==> config.mk <==
export PLATFORM = sky130hd
export DESIGN_NAME = mem_arbiter
export DESIGN_NICKNAME = d
export VERILOG_FILES = /design/src/rtl/mem_arb_pkg.sv /design/src/rtl/mem_arbiter_rr_arbiter.sv /design/src/rtl/mem_arbiter.sv
export SDC_FILE = /design/constraint.sdc
export NUM_CORES = 1
export LEC_CHECK = 0
export BUFFER_PORTS_ARGS = -buffer_cell sky130_fd_sc_hd__buf_2
export CAP_MARGIN = 20
export CELL_PAD_IN_SITES_DETAIL_PLACEMENT = 1
export CELL_PAD_IN_SITES_GLOBAL_PLACEMENT = 1
export CORE_MARGIN = 8
export CORE_UTILIZATION = 31
export DETAILED_ROUTE_END_ITERATION = 10
export PLACE_DENSITY = 0.9
export SYNTH_ARGS = -nofsm -noshare
export SYNTH_HDL_FRONTEND = slang
export SYNTH_SLANG_ARGS = --single-unit
==> constraint.sdc <==
create_clock -name clk -period 1.9 [get_ports clk]
set_input_delay 0.19 -clock clk [delete_from_list [all_inputs] [get_ports clk]]
set_output_delay 0.19 -clock clk [all_outputs]
set_load 0.02 [all_outputs]
==> src/rtl/mem_arb_pkg.sv <==
// Shared types and helpers for the memory arbiter: FSM state encoding and
// the round-robin search used by rr_arbiter.
package mem_arb_pkg;

    typedef enum logic {
        ST_INIT,
        ST_RUN
    } arb_state_e;

    // Widest request vector the round-robin search accepts.
    localparam int RR_MAX_REQ = 32;
    localparam int RR_IDX_W   = 5;

    // First set bit of req searching upward from last+1, wrapping at num.
    // Returns -1 when no request is set.
    function automatic int rr_next(input logic [RR_MAX_REQ-1:0] req,
                                   input int num, input int last);
        int pick;
        int idx;
        pick = -1;
        for (int k = 1; k <= RR_MAX_REQ; k++) begin
            if (k <= num) begin
                idx = (last + k) % num;
                if (pick < 0 && req[idx[RR_IDX_W-1:0]]) begin
                    pick = idx;
                end
            end
        end
        return pick;
    endfunction

endpackage

==> src/rtl/mem_arbiter_rr_arbiter.sv <==
// Round-robin arbiter: combinational one-hot grant from the request vector,
// with the rotating priority pointer advanced only when a grant is taken.
module rr_arbiter
    import mem_arb_pkg::*;
#(
    parameter int NUM_REQ = 2
) (
    input  logic               clk,
    input  logic               rst,
    input  logic [NUM_REQ-1:0] req,
    input  logic               accept,
    output logic [NUM_REQ-1:0] grant
);

    localparam int PTR_W = (NUM_REQ > 1) ? $clog2(NUM_REQ) : 1;

    logic [PTR_W-1:0] last_q;
    int               pick;

    // Pick the first requester after the last one granted.
    always_comb begin
        pick  = rr_next(RR_MAX_REQ'(req), NUM_REQ, int'(last_q));
        grant = '0;
        if (pick >= 0) begin
            grant = NUM_REQ'(1) << pick;
        end
    end

    // Reset leaves the pointer on the last index so requester 0 wins first.
    always_ff @(posedge clk or posedge rst) begin
        if (rst) begin
            last_q <= PTR_W'(NUM_REQ - 1);
        end else if (accept) begin
            last_q <= PTR_W'(pick);
        end
    end

endmodule

==> src/rtl/mem_arbiter.sv <==
// Round-robin arbiter sharing one single-port synchronous memory between
// NUM_REQ requesters. Commands are registered onto mem_* one cycle after
// acceptance; read data returns to the issuing requester one cycle later.
// Optional feature macro MEM_ARB_INIT_EN: after reset, sweep every address
// with INIT_VALUE before accepting commands.
module mem_arbiter
    import mem_arb_pkg::*;
#(
    parameter int                    NUM_REQ    = 2,
    parameter int                    ADDR_WIDTH = 3,
    parameter int                    DATA_WIDTH = 8,
    parameter logic [DATA_WIDTH-1:0] INIT_VALUE = '1
) (
    input  logic                          clk,
    input  logic                          rst,
    input  logic [NUM_REQ-1:0]            req_valid,
    output logic [NUM_REQ-1:0]            req_ready,
    input  logic [NUM_REQ-1:0]            req_we,
    input  logic [NUM_REQ*ADDR_WIDTH-1:0] req_addr,
    input  logic [NUM_REQ*DATA_WIDTH-1:0] req_wdata,
    output logic [NUM_REQ-1:0]            rsp_valid,
    output logic [DATA_WIDTH-1:0]         rsp_rdata,
    output logic                          init_done,
    output logic [ADDR_WIDTH-1:0]         mem_addr,
    output logic                          mem_wr_en,
    output logic                          mem_rd_en,
    output logic [DATA_WIDTH-1:0]         mem_wr_data,
    input  logic [DATA_WIDTH-1:0]         mem_rd_data
);

    typedef struct packed {
        logic                  we;
        logic [ADDR_WIDTH-1:0] addr;
        logic [DATA_WIDTH-1:0] wdata;
    } req_cmd_t;

    logic               arb_en;
    logic [NUM_REQ-1:0] arb_req;
    logic [NUM_REQ-1:0] grant;
    logic               accept;
    req_cmd_t           cmd_p0;
    logic [NUM_REQ-1:0] rd_owner_p1;

`ifdef MEM_ARB_INIT_EN
    arb_state_e          state;
    logic [ADDR_WIDTH:0] init_cnt;
    logic                init_wr;

    // The extra counter bit marks that every address has been written.
    assign init_wr = (state == ST_INIT) && !init_cnt[ADDR_WIDTH];
    assign arb_en  = (state == ST_RUN);

    // Init sweep FSM: one write per cycle, RUN the cycle after the last one.
    always_ff @(posedge clk or posedge rst) begin
        if (rst) begin
            state     <= ST_INIT;
            init_cnt  <= '0;
            init_done <= 1'b0;
        end else if (state == ST_INIT) begin
            if (init_cnt[ADDR_WIDTH]) begin
                state     <= ST_RUN;
                init_done <= 1'b1;
            end else begin
                init_cnt <= init_cnt + 1'b1;
            end
        end
    end
`else
    assign arb_en    = 1'b1;
    assign init_done = 1'b1;
`endif

    assign arb_req = req_valid & {NUM_REQ{arb_en}};

    rr_arbiter #(
        .NUM_REQ(NUM_REQ)
    ) u_rr (
        .clk   (clk),
        .rst   (rst),
        .req   (arb_req),
        .accept(accept),
        .grant (grant)
    );

    // A grant is only ever raised on a valid requester, so it is the accept.
    assign req_ready = grant;
    assign accept    = |grant;

    // Select the granted requester's command fields.
    always_comb begin
        cmd_p0 = '0;
        for (int i = 0; i < NUM_REQ; i++) begin
            if (grant[i]) begin
                cmd_p0.we    = req_we[i];
                cmd_p0.addr  = ADDR_WIDTH'(req_addr >> (i * ADDR_WIDTH));
                cmd_p0.wdata = DATA_WIDTH'(req_wdata >> (i * DATA_WIDTH));
            end
        end
    end

    // ---- stage p0 -> p1: register the command onto the memory port ----
    always_ff @(posedge clk or posedge rst) begin
        if (rst) begin
            mem_wr_en   <= 1'b0;
            mem_rd_en   <= 1'b0;
            mem_addr    <= '0;
            mem_wr_data <= '0;
        end
`ifdef MEM_ARB_INIT_EN
        else if (init_wr) begin
            mem_wr_en   <= 1'b1;
            mem_rd_en   <= 1'b0;
            mem_addr    <= init_cnt[ADDR_WIDTH-1:0];
            mem_wr_data <= INIT_VALUE;
        end
`endif
        else if (accept) begin
            mem_wr_en   <= cmd_p0.we;
            mem_rd_en   <= ~cmd_p0.we;
            mem_addr    <= cmd_p0.addr;
            mem_wr_data <= cmd_p0.wdata;
        end else begin
            mem_wr_en <= 1'b0;
            mem_rd_en <= 1'b0;
        end
    end

    // ---- stage p1 -> p2: carry the read owner to meet the memory data ----
    always_ff @(posedge clk or posedge rst) begin
        if (rst) begin
            rd_owner_p1 <= '0;
            rsp_valid   <= '0;
        end else begin
            rd_owner_p1 <= (accept && !cmd_p0.we) ? grant : '0;
            rsp_valid   <= rd_owner_p1;
        end
    end

    // The memory returns data in the same cycle the response is flagged.
    assign rsp_rdata = mem_rd_data;

endmodule

==> flow_summary.yaml <==
run_status:
  status: "finished with violations"
  violations: "negative hold slack"
route:
  drtIter0Drc: 20
  routed_wl_mm: 2.80
  wl_met2_mm: 1.41
  ant_nets: 0
  drtPass1Iterations: 4
  num_vias: 812
  vias_per_cell: 5.08
  drcViolationCount: 0
  top_layer_used: "met4"
  dr_wl_met3_um: 210
  routedWlPerCell_um: 17.5
  met1_length_mm: 1.17
timing:
  worst_slew_pin_slew_ns: 0.711
  fin_skew_ns: 0.00393
  fin_tns_setup_ns: 0
  finalSetupViolCount: 0
  hold_violations: 17
  slew_viol_final: 0
  rsz0062_at_grt: "no"
  relSlewSlack: 0.525
  whs_ns: -0.0180
  layout_min_cycle_time_ns: 1.70
  finalCritPeriodShare: 0.897
  maxClockFrequency_mhz: 587
  fin_ws_ns: 0.195
clocking:
  clk_pin_slew_worst_paths_ns: 0.11
  numCtsBuffers: 3
  cts.sinks: 18
  cts_resized: 0
  ctsRootBufferMaster: "clkbuf_4"
  worstSkewPairLatency_ns: 0.30
  postCtsHoldBufs: 0
  cts_setup_buffers: 0
  cts_tree: "built"
  clock_path_buffers: 2
  htreeDepth: 1
yosys:
  synth-seq-cells: 18
  yosys_most_used_dff: "dfrtp_1"
  async_flop_share: 1.00
  yosysMostFrequentCell: "dfrtp_1"
  yosysUniqueCellTypes: 18
  syn_nets: 128
  yosys_warnings: 0
  synth.area.top_cells: "dfrtp_1 45%, mux2i_1 12%, and3b_1 10%"
  ys_top_cells_by_count: "17 x dfrtp_1, 11 x a31oi_1, 11 x and3b_1, 11 x mux2i_1"
  syn_inst: 92
  synth_top_area_cell: "dfrtp_1"
  synth_edf_count: 0
  syn_area_um2: 948
  syn_avg_cell_area_um2: 10.3
  synth.top_cell.area_share: 0.449
  seq_area_frac_synth: 0.476
grt:
  grt_max_degree: 26
  grt_use_total: 0.112
  grt_pass1_vias: 900
  antenna_found_initial: 0
  grt_pass1_wl_mm: 4.52
  gr-total-overflow: 0
place:
  placed_cell_area_um2: 1130
  dp.cells: 156
  globalplace.congestion: 0.663
  pre_cts_ws_ns: 0.540
  io_buffers: 44
  hpwl_mm: 2.18
layout:
  insertedDiodeCount: 0
  nets: 164
  stdcell_area_um2: 1170
  syn_to_final_growth_pct: 23.0
  layout.cells.non_filler: 160
  drive_above_1_share: 0.417
die:
  dieArea_um2: 5090
  dieHeight_um: 71.3
  ioPinCount: 62
  die_w_um: 71.3
  core-area_um2: 2980
  initial_core_util: 0.318
  row_count: 20
setup_path:
  path_max_fanout: 14
  cp_slowest_stage_delay_ns: 0.67
  critPathSlowestCell: "dfstp_2"
  start_kind: "flop"
  end_kind: "output port"
  cp-startpoint: "u_rr.last_q$_DFFE_PP1P_"
  cp-endpoint: "req_ready[0]"
  arrival_ns: 1.51
  path_cells: "nand2b_1, nand2_1, inv_2, buf_2"
  cp.required_ns: 1.71
  crit_type: "flop to output port"
  reg2reg_slack_ns: 0.62
  r2r-start: "u_rr.last_q$_DFFE_PP1P_"
  r2r_cells: 4
  r2r_end: "mem_wr_data[1]$_DFFE_PP0P_"
power:
  power_density_nw_per_um2: 832
  power.leakage_nw: 0.645
  ir_worst_vdd_mv: 0.487
hold_path:
  hold_path.class: "input pin to async pin"
run:
  maxCapViolCount: 0
==> routing by layer <==
metal | GRT usage | up-vias
met1 | 0.115 | 390
li1 | - | 388
met5 | 0 | -
met4 | 0.0139 | 0
met3 | 0.0530 | 2
met2 | 0.206 | 32
==> cell usage in the layout, fill, tap and decap left out <==
master / count
clkbuf_4: 3
clkbuf_8: 1
conb_1: 1
a31oi_1: 11
o21ai_0: 2
buf_2: 44
dfstp_2: 1
inv_1: 3
nor2_1: 2
inv_2: 1
buf_4: 3
a22o_1: 1
and3b_1: 11
o22ai_1: 1
o21ai_1: 10
nand2_1: 3
dfrtp_1: 17
nand2b_1: 1
mux2i_1: 11
==> report_power, final <==
part	internal [mW]	leakage [nW]	switching, mW
combinational	0.109	0.406	0.156
clock	0.117	0.0210	0.129
sequential	0.430	0.218	0.0287
==> stage by stage <==
step | total power [mW] | util
global placement | 0.722 | 0.379
CTS | 0.985 | 0.392
finish | 0.970 | 0.392
floorplan | 0.652 | -
global route | 1.03 | 0.392
detailed placement | 0.737 | 0.379
==> how the worst min path moves through the flow <==
stage	from	to	slack, ns	depth (start not counted)
after floorplan	rst	mem_addr[0]$_DFFE_PP0P_	0.13	1
after detailed placement	rst	mem_wr_en$_DFF_PP0_	0.34	2
after global routing	rst	mem_wr_data[5]$_DFFE_PP0P_	0.007	2
after global placement	rst	rd_owner_p1[1]$_DFF_PP0_	0.32	2
after CTS	rst	mem_wr_data[4]$_DFFE_PP0P_	0.001	2
final	rst	mem_wr_data[1]$_DFFE_PP0P_	-0.02	2
==> cell type report <==
class,count,area (um2)
clock buffer,4,36.3
fill,358,1810
inverter,4,15.0
multi-input combinational,54,379
sequential,18,452
tap,33,41.3
timing repair buffer,47,243
==> logic make-up (layout without fill, tap and decap cells) <==
group	after synthesis	count (layout)	share of synthesized area
multiplexers	11	11	0.116
AND/OR/NAND/NOR	17	17	0.128
buffers and inverters	20	55	0.124
other	1	1	0.00395
AO/OA/AOI/OAI	25	25	0.152
flip-flops	18	18	0.476
==> registers in the layout (all words and copies together) (netlist names) <==
signal       cells
rd_owner_p1      2
mem_rd_en        1
mem_wr_en        1
u_rr.last_q      1
rsp_valid        2
mem_wr_data      8
mem_addr         3
==> critical path, delay by kind of cell, from the launching register on <==
| kind | cells | cell delay, ns |
|---|---|---|
| buffers and inverters | 2 | 0.25 |
| AND/OR/NAND/NOR | 2 | 0.29 |
| flip-flops | 1 | 0.67 |
Note: power is estimated with default switching activity, not from simulation.
